`config.mk`:
```
export PLATFORM = sky130hd
export DESIGN_NAME = pipe_ctrl_unit
export DESIGN_NICKNAME = d
export VERILOG_FILES = /design/src/rtl/pipe_ctrl_unit.sv
export SDC_FILE = /design/constraint.sdc
export NUM_CORES = 1
export LEC_CHECK = 0
export ABC_CLOCK_PERIOD_IN_PS = 2600
export BUFFER_PORTS_ARGS = -buffer_cell sky130_fd_sc_hd__buf_2
export CORE_MARGIN = 8
export CORE_UTILIZATION = 45
export DETAILED_ROUTE_END_ITERATION = 6
export PLACE_DENSITY = 0.7
export SYNTH_ARGS = -nofsm -noshare
export SYNTH_HDL_FRONTEND = slang
export SYNTH_SLANG_ARGS = --single-unit
```
`constraint.sdc`:
```
create_clock -name clk -period 2.6 [get_ports clk]
set_input_delay 0.26 -clock clk [delete_from_list [all_inputs] [get_ports clk]]
set_output_delay 0.26 -clock clk [all_outputs]
set_load 0.005 [all_outputs]
```
`src/rtl/pipe_ctrl_unit.sv`:
```
// pipe_ctrl_unit
//   Control path for a 5-stage RV32I pipeline. It decodes the instruction in
//   ID, carries the control bits through ID/EX, EX/MEM and MEM/WB, and drives
//   the hazard controls: load-use stall, ECALL halt-register stall, redirect
//   flush, memory freeze, and the halt sequence.
// Ports
//   clk, reset                 clock, synchronous active-high reset
//   id_valid/opcode/rs1/rs2/rd decode-stage instruction fields
//   id_halt_cond               forwarded x[HALT_REG] == 10
//   ex_redirect                branch/jump in EX changes PC
//   mem_ready                  data memory completes the MEM access this cycle
//   pc_write, if_id_write      PC / IF/ID load enables
//   if_id_flush                turn IF/ID into a bubble
//   ex_*, mem_*, wb_*          per-stage control bits
//   is_halted                  sticky halt flag
module pipe_ctrl_unit #(
  parameter int REG_W      = 5,
  parameter int HALT_REG   = 17,
  parameter int HALT_DRAIN = 0
) (
  input  logic             clk,
  input  logic             reset,
  input  logic             id_valid,
  input  logic [6:0]       id_opcode,
  input  logic [REG_W-1:0] id_rs1,
  input  logic [REG_W-1:0] id_rs2,
  input  logic [REG_W-1:0] id_rd,
  input  logic             id_halt_cond,
  input  logic             ex_redirect,
  input  logic             mem_ready,
  output logic             pc_write,
  output logic             if_id_write,
  output logic             if_id_flush,
  output logic             ex_alu_src,
  output logic             ex_branch,
  output logic             ex_is_jal,
  output logic             ex_is_jalr,
  output logic             mem_read,
  output logic             mem_write,
  output logic             wb_mem_to_reg,
  output logic             wb_write_enable,
  output logic             wb_pc_to_reg,
  output logic [REG_W-1:0] wb_rd,
  output logic             is_halted
);

  localparam logic [6:0] OP_R      = 7'b0110011;
  localparam logic [6:0] OP_I      = 7'b0010011;
  localparam logic [6:0] OP_LOAD   = 7'b0000011;
  localparam logic [6:0] OP_STORE  = 7'b0100011;
  localparam logic [6:0] OP_BRANCH = 7'b1100011;
  localparam logic [6:0] OP_JAL    = 7'b1101111;
  localparam logic [6:0] OP_JALR   = 7'b1100111;
  localparam logic [6:0] OP_SYS    = 7'b1110011;

  localparam logic [REG_W-1:0] HALT_RD = REG_W'(HALT_REG);
  localparam int CNT_W = (HALT_DRAIN > 0) ? $clog2(HALT_DRAIN + 1) : 1;

  // Each stage register keeps only the bits still needed downstream.
  typedef struct packed {
    logic             valid;
    logic             is_ecall;
    logic             mem_to_reg;
    logic             write_enable;
    logic             pc_to_reg;
    logic [REG_W-1:0] rd;
  } wb_ctl_t;

  typedef struct packed {
    wb_ctl_t wb;
    logic    mem_read;
    logic    mem_write;
  } mem_ctl_t;

  typedef struct packed {
    mem_ctl_t m;
    logic     alu_src;
    logic     branch;
    logic     is_jal;
    logic     is_jalr;
  } ex_ctl_t;

  ex_ctl_t    dec;
  ex_ctl_t    ide_q, ide_d;
  mem_ctl_t   exm_q, exm_d;
  wb_ctl_t    mwb_q, mwb_d;
  logic       halt_pend_q, halt_pend_d;
  logic       drain_act_q, drain_act_d;
  logic [CNT_W-1:0] drain_cnt_q, drain_cnt_d;
  logic       halted_q, halted_d;

  logic rs1_used, rs2_used, id_is_ecall;
  logic frozen, load_use, ecall_stall, hold_id;

  // Decode. A non-halting ECALL decodes to a bubble; it still counts as an
  // ECALL for the stall check because its halt_cond may be stale.
  always_comb begin
    dec         = '0;
    rs1_used    = 1'b0;
    rs2_used    = 1'b0;
    id_is_ecall = id_valid && (id_opcode == OP_SYS);
    if (id_valid) begin
      case (id_opcode)
        OP_R: begin
          dec.m.wb.valid = 1'b1; dec.m.wb.write_enable = 1'b1;
          rs1_used = 1'b1; rs2_used = 1'b1;
        end
        OP_I: begin
          dec.m.wb.valid = 1'b1; dec.alu_src = 1'b1; dec.m.wb.write_enable = 1'b1;
          rs1_used = 1'b1;
        end
        OP_LOAD: begin
          dec.m.wb.valid = 1'b1; dec.m.mem_read = 1'b1; dec.m.wb.mem_to_reg = 1'b1;
          dec.alu_src = 1'b1; dec.m.wb.write_enable = 1'b1;
          rs1_used = 1'b1;
        end
        OP_STORE: begin
          dec.m.wb.valid = 1'b1; dec.m.mem_write = 1'b1; dec.alu_src = 1'b1;
          rs1_used = 1'b1; rs2_used = 1'b1;
        end
        OP_BRANCH: begin
          dec.m.wb.valid = 1'b1; dec.branch = 1'b1;
          rs1_used = 1'b1; rs2_used = 1'b1;
        end
        OP_JAL: begin
          dec.m.wb.valid = 1'b1; dec.is_jal = 1'b1;
          dec.m.wb.write_enable = 1'b1; dec.m.wb.pc_to_reg = 1'b1;
        end
        OP_JALR: begin
          dec.m.wb.valid = 1'b1; dec.is_jalr = 1'b1; dec.alu_src = 1'b1;
          dec.m.wb.write_enable = 1'b1; dec.m.wb.pc_to_reg = 1'b1;
          rs1_used = 1'b1;
        end
        OP_SYS: begin
          rs1_used = 1'b1;
          if (id_halt_cond) begin
            dec.m.wb.valid = 1'b1; dec.m.wb.is_ecall = 1'b1;
          end
        end
        default: ;
      endcase
    end
    if (dec.m.wb.valid) dec.m.wb.rd = id_rd;
    if (id_rd == '0)    dec.m.wb.write_enable = 1'b0;
  end

  always_comb begin
    frozen   = exm_q.wb.valid && (exm_q.mem_read || exm_q.mem_write) && !mem_ready;
    load_use = ide_q.m.wb.valid && ide_q.m.mem_read && (ide_q.m.wb.rd != '0) &&
               ((rs1_used && (id_rs1 == ide_q.m.wb.rd)) ||
                (rs2_used && (id_rs2 == ide_q.m.wb.rd)));
    ecall_stall = id_is_ecall &&
                  ((ide_q.m.wb.valid && ide_q.m.wb.write_enable && (ide_q.m.wb.rd == HALT_RD)) ||
                   (exm_q.wb.valid && exm_q.mem_read && (exm_q.wb.rd == HALT_RD)));
    hold_id  = ecall_stall || load_use || halt_pend_q;
  end

  always_comb begin
    pc_write    = 1'b1;
    if_id_write = 1'b1;
    if_id_flush = 1'b0;
    ide_d       = ide_q;
    exm_d       = exm_q;
    mwb_d       = mwb_q;
    halt_pend_d = halt_pend_q;
    drain_act_d = drain_act_q;
    drain_cnt_d = drain_cnt_q;
    halted_d    = halted_q;
    if (reset) begin
      ide_d       = '0;
      exm_d       = '0;
      mwb_d       = '0;
      halt_pend_d = 1'b0;
      drain_act_d = 1'b0;
      drain_cnt_d = '0;
      halted_d    = 1'b0;
    end else begin
      // Hazard outputs, highest priority first.
      if (halted_q || frozen) begin
        pc_write    = 1'b0;
        if_id_write = 1'b0;
      end else if (ex_redirect) begin
        if_id_flush = 1'b1;
      end else if (hold_id) begin
        pc_write    = 1'b0;
        if_id_write = 1'b0;
      end

      if (!frozen) begin
        mwb_d = exm_q.wb;
        exm_d = ide_q.m;
        if (ex_redirect || hold_id) begin
          ide_d = '0;
        end else begin
          ide_d = dec;
          if (dec.m.wb.is_ecall) halt_pend_d = 1'b1;
        end
        // Halting ECALL leaves MEM/WB on this edge: start the drain count.
        if (mwb_q.valid && mwb_q.is_ecall) begin
          drain_act_d = 1'b1;
          drain_cnt_d = '0;
        end
      end

      if (drain_act_q) begin
        if (drain_cnt_q == CNT_W'(HALT_DRAIN)) begin
          halted_d    = 1'b1;
          drain_act_d = 1'b0;
        end else begin
          drain_cnt_d = drain_cnt_q + CNT_W'(1);
        end
      end
    end
  end

  always_ff @(posedge clk) begin
    ide_q       <= ide_d;
    exm_q       <= exm_d;
    mwb_q       <= mwb_d;
    halt_pend_q <= halt_pend_d;
    drain_act_q <= drain_act_d;
    drain_cnt_q <= drain_cnt_d;
    halted_q    <= halted_d;
  end

  assign ex_alu_src      = ide_q.alu_src;
  assign ex_branch       = ide_q.branch;
  assign ex_is_jal       = ide_q.is_jal;
  assign ex_is_jalr      = ide_q.is_jalr;
  assign mem_read        = exm_q.mem_read;
  assign mem_write       = exm_q.mem_write;
  assign wb_mem_to_reg   = mwb_q.mem_to_reg;
  assign wb_write_enable = mwb_q.write_enable;
  assign wb_pc_to_reg    = mwb_q.pc_to_reg;
  assign wb_rd           = mwb_q.rd;
  assign is_halted       = halted_q;

endmodule

```
# [Yosys cells after proc, flatten, opt, wreduce, memory -nomap -nowiden]
# Cells that the tools add are included.
[totals] output_inout_bits=18 elab_cells=113 register_bits=42 inputBits=28
[op_classes] n_addsub=1 n_reduce_logical=32 mux=35 bitwise_logic=3 n_eq_ne=12
[ops] cell="1-bit two-way mux" n=29
[ops] cell="7-bit == test (second input constant)" n=4
[ops] cell="16-bit two-way mux" n=1
[ops] cell="7-bit by 6-bit == test with 1-bit output (second input constant)" n=2
[ops] cell="1-bit logical AND" n=14
[ops] cell="7-bit OR reduction" n=2
[ops] cell="5-bit == test" n=2
[ops] cell="5-bit == test (second input constant)" n=2
[ops] cell="5-bit two-way mux" n=2
[ops] cell="7-bit by 2-bit == test with 1-bit output (second input constant)" n=1
[ops] cell="7-bit by 5-bit == test with 1-bit output (second input constant)" n=1
[ops] cell="1-bit logical OR" n=7
[ops] cell="6-bit two-way mux" n=1
[ops] cell="5-bit logical NOT" n=1
[ops] cell="5-bit nonzero test" n=1
[ops] cell="5-bit OR reduction" n=1
[ops] cell="4-bit OR reduction" n=1
[ops] cell="1-bit NOT" n=3
[ops] cell="3-bit AND reduction" n=1
[ops] cell="3-bit OR reduction" n=1
[ops] cell="2-bit two-way mux" n=1
[ops] cell="1-bit one-hot mux with 2 select lines" n=1
[ops] cell="2-bit AND reduction" n=1
[ops] cell="2-bit OR reduction" n=1
[ops] cell="other kinds (2)" n=2

# [Logic depth before layout (Yosys ltp)]
# Gate-level depths: netlist of run 1.
[logic_depth] depth_word=13 mapped_depth=8 mapped_depth_nobuf=6

# [Worst setup path before layout of run 1]
# OpenSTA, ideal clock, no wires.
[synth_timing] kind="reg2out" from="register ide_q[10] in the netlist's numbering" to="output pc_write" path_slack_ns=0.840 required_ns=2.340 path_buffers=2 stages_incl_launch_ff=9 arrival_ns=1.500 cell_sequence="dfxtp_1 buf_6 xor2_1 nor4_2 nand4b_1 and3b_4 a21oi_1 o31ai_1 buf_4"
[synth_via] elab_chain_cells=10 elab_cells_between_ends=18 classes_between="eq/ne (3); mux (4); reduce/logical (11)"
[synth_lines] item="from (decl)" line_no="84" rtl="ex_ctl_t ide_q, ide_d;"
[synth_lines] item="from (signal assigned)" line_no="217" rtl="ide_q <= ide_d;"
[synth_lines] item="5-bit == test (on tied branches)" line_no="153, 150, 151"
[synth_lines] item="1-bit logical AND (on tied branches)" line_no="153, 150, 151"
[synth_lines] item="1-bit logical OR (on tied branches)" line_no="153, 150"
[synth_lines] item="1-bit logical AND (on tied branches)" line_no="152, 149"
[synth_lines] item="1-bit logical OR * (2 in a row)" line_no="155" rtl="hold_id = ecall_stall || load_use || halt_pend_q;"
[synth_lines] item="1-bit two-way mux * (4 in a row)"
[synth_lines] item="to (decl)" line_no="31" rtl="output logic pc_write,"
# Mark *: on every way between the ends. The rest lies on a longest branch, timed or not.

# [Worst setup path in the final report of run 1]
[layout_timing] from="register ide_q[10] in the netlist's numbering" to="output if_id_write"
[layout_via] elab_chain_cells=10 elab_cells_between_ends=18 classes_between="eq/ne (3); mux (4); reduce/logical (11)"
[layout_lines] item="5-bit == test (on tied branches)" line_no="153, 150, 151"
[layout_lines] item="1-bit logical AND (on tied branches)" line_no="153, 150, 151"
[layout_lines] item="1-bit logical OR (on tied branches)" line_no="153, 150"
[layout_lines] item="1-bit logical AND (on tied branches)" line_no="152, 149"
[layout_lines] item="1-bit logical OR * (2 in a row)" line_no="155"
[layout_lines] item="1-bit two-way mux *" line_no="184" rtl="end else if (hold_id) begin"
[layout_lines] item="1-bit two-way mux *" line_no="182" rtl="end else if (ex_redirect) begin"
[layout_lines] item="1-bit two-way mux *" line_no="179" rtl="if (halted_q || frozen) begin"
[layout_lines] item="1-bit two-way mux *" line_no="169" rtl="if (reset) begin"
[layout_lines] item="to (decl)" line_no="32" rtl="output logic if_id_write,"
# Marks and branches as above.

==> flow_summary_export.csv, run 1 <==
group,metric,value,unit
sta,rsz0062_at_grt,"no",
final_layout,utilization,0.535,
worst_setup_path,critical_path.cell_chain,"xor2_1, nor4_2, nand4b_1, and3b_4, a21oi_1, o31ai_1, buf_2",
synthesis,synth_warnings,0,
worst_setup_path,worstSetupPathType,"register to primary output",
final_layout,n_antenna_cell,0,
route,drc,0,
synthesis,syn_area,0.00178,mm^2
synthesis,avgSynthCellArea,8.60,um^2
synthesis,synth_common_cells,"dfxtp_1 (40), nand2_1 (39), a21oi_1 (27)",
die,die_area,0.00623,mm^2
worst_setup_path,r2r_end,"ide_q[14]$_SDFFE_PP0N_",
route,initialDrtViolationCount,131,
sta,setup_tns,0,ps
pwr,seqPwrFrac,0.514,
die,die-height,78.9,um
synthesis,synth_top_family_by_area,"simple AND/OR/NAND/NOR gates",
synthesis,ys_async_sr_fraction,0,
clock_tree,clockBufferDepth,2,
clock_tree,cts_made_buffers,5,
global_routing,grt_pass1_wl,7140,um
synthesis,syn_nets,235,
synthesis,synth.yosys.seq_area_share,0.450,
final_layout,syn_to_final_growth,17.6,%
worst_setup_path,worst_setup_path_end_kind,"primary output",
worst_hold_path,hold_path_class,"primary input to register",
placement,gp_congestion,0.866,
synthesis,yosys.area_share.simple,0.236,
clock_tree,htreeDepth,2,
synthesis,synthFlopType,"dfxtp_1",
worst_setup_path,cpMaxStageDelayCell,"dfxtp_1",
clock_tree,post_cts_buffers,0,
pwr,clkPwrFrac,0.434,
pwr,power_switching,0.000265,W
worst_hold_path,hold_path.startpoint,"id_rd[3]",
synthesis,syn_inst,207,
pwr,pwr_density_cell,571,mW/mm^2
worst_setup_path,ff2ff_setup_slack,760,ps
sta,setup_violations,0,
final_layout,largest_reg_flops,11,
synthesis,yosys_register_bits,40,
clock_tree,ctsResizeCount,0,
synthesis,yosysTopAreaCell,"dfxtp_1",
synthesis,synth_top_area_share,0.450,
sta,fin_ws,360,ps
sta,finalHoldViolCount,0,
sta,fmax,0.446,GHz
pwr,ir_worst_vdd,279,uV
sta,skew,2.78,ps
route,wl_per_cell,14.6,um
worst_setup_path,crit_fanout,6,
final_layout,drive_gt1_frac,0.258,
synthesis,synth-compound-area-share,0.190,
final_layout,largest-register,"ide_q",
synthesis,synth-adder-area-share,0,
synthesis,synth-xor-area-share,0.0492,
run,cap_viol_max_count,0,
worst_hold_path,hold_depth,2,
synthesis,synth-edff-count,0,
global_routing,grt_util_all_layers,0.140,
placement,dpl_worst_slack,700,ps
final_layout,final_area,0.00209,mm^2
die,row_count,23,
clock_tree,clock_latency,290,ps
synthesis,ys_types,39,
synthesis,ys_top_cells_by_area,"dfxtp_1 (45%), nand2_1 (8.2%), a21oi_1 (7.6%), a22o_1 (5.4%), xor2_1 (4.9%)",
worst_setup_path,max_stage_delay,470,ps
worst_setup_path,critPathLaunchType,"register",
synthesis,synth.most_common_cell,"dfxtp_1",
route,routed_via_density,5.37,
worst_hold_path,whs_endpoint,"ide_q[9]$_SDFFE_PP0N_",
pwr,p_int,0.000930,W
sta,drv_slew,0,
sta,timing.final.crit_period,2240,ps
pwr,p_total,0.00120,W
outcome,status,"finished, final reports clean",
worst_setup_path,critical_path_arrival,1980,ps
clock_tree,hold_buffers,0,
placement,port_buffers,45,
clock_tree,numClockSinks,40,
worst_setup_path,regToRegStartpoint,"ide_q[10]$_SDFFE_PP0N_",
sta,relSlewSlack,0.649,
die,core-area,0.00391,mm^2
placement,place_area,0.00198,mm^2
pwr,swShare,0.222,
route,vias,1578,
pwr,power.share.combinational,0.052,
global_routing,antenna_found_initial,0,
clock_tree,tritoncts,"done",
clock_tree,clkTransAtPathRegs,80,ps
route,routed_wl,4290,um
sta,timing.final.crit_share,0.861,
route,ant_nets,0,
clock_tree,root_buffer,"clkbuf_8",
pwr,leakagePower,0.862,nW
sta,tightest_slew,520,ps
placement,dpl.hpwl,3190,um
die,initial_utilization,0.455,
die,die_w,78.9,um
route,first_pass_iters,4,
final_layout,nets,271,
die,ios,46,
worst_setup_path,critPathRequiredTime,2340,ps
worst_setup_path,worstRegToRegCells,6,
global_routing,grt_pass1_vias,1556,
global_routing,grt_max_degree,20,
synthesis,synthMuxAreaShare,0,
global_routing,overflow,0,
[worst max-delay path, delay by kind of cell, from the launching register on]
kind | cells | cell delay, ps
AND/OR/NAND/NOR | 3 | 700
flip-flops | 1 | 470
AO/OA/AOI/OAI | 2 | 260
buffers and inverters | 1 | 150
XOR/XNOR | 1 | 110
[power groups by stage]
| stage | clock network (W) | logic [W] | registers (W) |
|---|---|---|---|
| floorplan | 0 | 0.0000301 | 0.000628 |
| global placement | 0 | 0.0000620 | 0.000629 |
| detailed placement | 0 | 0.0000619 | 0.000629 |
| CTS | 0.000529 | 0.0000623 | 0.000614 |
| global route | 0.000553 | 0.0000687 | 0.000614 |
| finish | 0.000519 | 0.0000624 | 0.000614 |
[routing by layer]
| metal | part of all wire | track usage | vias to the layer above |
|---|---|---|---|
| met3 | 0.079 | 0.0418 | 4 |
| met1 | 0.43 | 0.168 | 726 |
| met2 | 0.48 | 0.231 | 51 |
| met5 | 0 | 0 | - |
| met4 | 0.0091 | 0.0537 | 0 |
| li1 | - | - | 797 |
[kinds of logic (layout without fill, tap and decap cells)]
kind of cell / after synthesis / after routing
compound gates: 51 / 51
flops: 40 / 40
simple gates: 82 / 82
xor+xnor: 10 / 10
buf+inv: 24 / 61
[worst max-delay path by stage]
stage                  end              startpoint
3_5_place_dp   if_id_write  ide_q[10]$_SDFFE_PP0N_
3_3_place_gp   if_id_write            id_opcode[6]
6_report       if_id_write  ide_q[10]$_SDFFE_PP0N_
2_1_floorplan     pc_write  ide_q[10]$_SDFFE_PP0N_
5_1_grt        if_id_write   ide_q[6]$_SDFFE_PP0N_
4_1_cts        if_id_write   ide_q[7]$_SDFFE_PP0N_
[cell usage in the layout, fill, tap and decap left out, types with 2 or more instances in the layout]
master | netlist | final
clkbuf_8 | 0 | 5
a32o_1 | 3 | 3
a21oi_1 | 27 | 27
a22o_1 | 11 | 11
nor4b_1 | 4 | 4
nand2_1 | 39 | 39
nor4_1 | 3 | 3
nor3_1 | 3 | 3
nand4_1 | 3 | 3
dfxtp_1 | 40 | 40
nor2_1 | 14 | 14
nand4b_1 | 2 | 2
nand2b_1 | 2 | 2
buf_2 | 5 | 45
nand3_1 | 3 | 3
o21ai_0 | 2 | 2
buf_4 | 6 | 4
inv_1 | 3 | 3
xor2_1 | 10 | 10
[final cells by class]
| class | count | area, um^2 |
|---|---|---|
| multi-input cells | 143 | 846 |
| repair buffers | 49 | 255 |
| fillers | 394 | 1820 |
| clock buffers | 5 | 68.8 |
| clock inverters | 3 | 46.3 |
| inverters | 4 | 15.0 |
| well taps | 50 | 62.6 |
| flip-flops and latches | 40 | 801 |
[per-stage QoR]
step | hold WS, ps | cells
after floorplan | 386 | 207
after global placement | 432 | 286
after detailed placement | 432 | 286
after CTS | 186 | 294
after global routing | 194 | 294
final | 188 | 294
Note: power is estimated with default switching activity, not from simulation.
==> inputs of run 2 (changes only) <==
ABC_CLOCK_PERIOD_IN_PS = 1900   (was 2600)
PLACE_DENSITY = 0.72   (was 0.7)
clock period = 1.9 ns   (was 2.6 ns; I/O delays follow)
==> run 2 against run 1 <==
Against the previous run:
- the flow now finishes with violations (negative setup slack)
- clock skew is 3.2 ps higher
- non-clock buffer count is 8 higher
- utilization is 3.9 points higher
- power is 45% higher
- cell count is 2.7% higher
- combinational power is 54% higher
- sequential power is 36% higher
- global-route usage is 0.23 points lower
- critical path depth stayed put
- hold slack worse by 63 ps
- largest cell class unchanged
==> flow_summary_export.csv, run 2 (synthesized netlist as in run 1, its figures left out) <==
group,metric,value,unit
clock_tree,htreeDepth,2,
pwr,clkPwrFrac,0.463,
sta,finalHoldViolCount,0,
worst_setup_path,cp_top_family,"simple AND/OR/NAND/NOR gates",
route,ant_nets,0,
outcome,status,"finished, violations left",
sta,skew,5.98,ps
worst_setup_path,critPathRequiredTime,1710,ps
global_routing,antenna_found_initial,0,
die,die_area,0.00623,mm^2
clock_tree,numClockSinks,40,
worst_setup_path,worst_setup_path_end_kind,"primary output",
final_layout,seq_area,815,um^2
pwr,ir_worst_vdd,448,uV
pwr,seqPwrFrac,0.481,
run,cap_viol_max_count,0,
global_routing,grt_pass1_wl,7030,um
final_layout,final_common_cell,"buf_2",
placement,port_buffers,45,
sta,rsz0062_at_grt,"yes",
pwr,swShare,0.198,
clock_tree,clock_latency,290,ps
placement,dpl.hpwl,3160,um
route,vias,1628,
die,die-height,78.9,um
final_layout,n_antenna_cell,0,
global_routing,grt_max_degree,26,
worst_setup_path,max_stage_delay,370,ps
clock_tree,clockBufferDepth,2,
sta,tightest_slew,630,ps
pwr,p_total,0.00174,W
placement,dpl.cell_count,290,
die,core-area,0.00391,mm^2
route,routed_wl,4390,um
route,wl_per_cell,14.5,um
pwr,power.share.combinational,0.055,
sta,fin_ws,-96.6,ps
die,initial_utilization,0.455,
pwr,power_switching,0.000343,W
pwr,p_int,0.00139,W
pwr,leakagePower,0.922,nW
sta,relSlewSlack,0.574,
route,first_pass_iters,4,
clock_tree,root_buffer,"clkbuf_8",
pwr,pwr_density_cell,773,mW/mm^2
final_layout,utilization,0.574,
sta,hold_ws,125,ps
sta,setup_tns,-192,ps
die,die_w,78.9,um
die,row_count,23,
global_routing,overflow,0,
worst_hold_path,hold_path_class,"primary input to register",
worst_setup_path,critPathLaunchType,"register",
final_layout,drive_gt1_frac,0.329,
final_layout,fin_cells,302,
final_layout,multiInputGateArea,911,um^2
route,routed_via_density,5.39,
final_layout,fillers,381,
worst_setup_path,critical_path.cell_chain,"xor2_2, nor4_4, nand4b_1, and3b_4, a21oi_2, o31ai_2, buf_2",
clock_tree,hold_buffers,0,
worst_setup_path,crit_fanout,6,
sta,timing.final.crit_share,1.05,
sta,drv_slew,0,
sta,timing.final.crit_period,2000,ps
worst_setup_path,critical_path_arrival,1810,ps
outcome,violations,"negative setup slack",
final_layout,syn_to_final_growth,26.2,%
die,ios,46,
worst_setup_path,worstSetupPathType,"register to primary output",
sta,setup_violations,2,
final_layout,largest_reg_flops,11,
route,initialDrtViolationCount,71,
final_layout,largest-register,"ide_q",
placement,gp_congestion,0.868,
clock_tree,tritoncts,"done",
route,drc,0,
clock_tree,cts_made_buffers,5,
final_layout,final_cell_mix,"buf_2 (45), nand2_1 (39), dfxtp_1 (35)",
worst_setup_path,cpMaxStageDelayCell,"dfxtp_4",
worst_setup_path,crit_buf_inv,1,
final_layout,nets,280,
global_routing,grt_util_all_layers,0.138,
sta,fmax,0.501,GHz
clock_tree,clkTransAtPathRegs,70,ps
global_routing,grt_pass1_vias,1569,
run 2: final cells by class:
cell class	instances	share of cell area
Clock inverter	2	0.0267
Clock buffer	5	0.0306
Multi-Input combinational cell	144	0.405
Sequential cell	40	0.362
Timing Repair Buffer	57	0.140
Inverter	4	0.00668
Tap cell	50	0.0278
run 2: final timing paths:
check | slack [ps] | depth (start not counted) | end | startpoint
worst max-delay path | -100 | 7 | if_id_write | ide_q[6]$_SDFFE_PP0N_
worst min-delay path | 120 | 2 | ide_q[7]$_SDFFE_PP0N_ | id_rd[1]
worst max register to register | 80 | 7 | ide_q[4]$_SDFFE_PP0N_ | ide_q[6]$_SDFFE_PP0N_
worst min register to register | 440 | 2 | ex_is_jal$_SDFFE_PP0N_ | ex_is_jal$_SDFFE_PP0N_
run 2: stage by stage:
stage	cell area, um^2	setup slack (ps)
floorplan	1780	146
global placement	2010	86.0
detailed placement	2010	52.0
CTS	2190	-162
global route	2250	-200
finish	2250	-96.6
run 2: metal layers:
metal	up-vias	share of wire	GRT usage
li1	817	-	-
met1	762	0.45	0.171
met2	43	0.48	0.219
met3	6	0.058	0.0451
met4	0	0.010	0.0500
met5	-	0	0
run 2: power by group through the flow:
stage               clock network [W]  registers, W   logic, W
global placement                    0      0.000860  0.0000862
detailed placement                  0      0.000860  0.0000860
CTS                          0.000818      0.000838  0.0000893
global route                 0.000854      0.000836   0.000105
finish                       0.000805      0.000836  0.0000961
floorplan                           0      0.000859  0.0000411
run 2: repair_timing:
item / 4_1_cts / 5_1_grt
pin swaps: 7 / 5
setup buffers: 4 / 0
gates cloned: 0 / 1
endpoints found under the setup margin: 2 / 11
endpoints found under the hold margin: 0 / 0
gates resized for setup: 8 / 9
run 2: worst register-to-register path: stages, from the launching register on:
cell,delay [ps]
dfxtp_4,370
xor2_2,160
nor4_4,310
nand4b_1,120
and3b_4,210
buf_4,140
and3_4,160
a32o_1,250
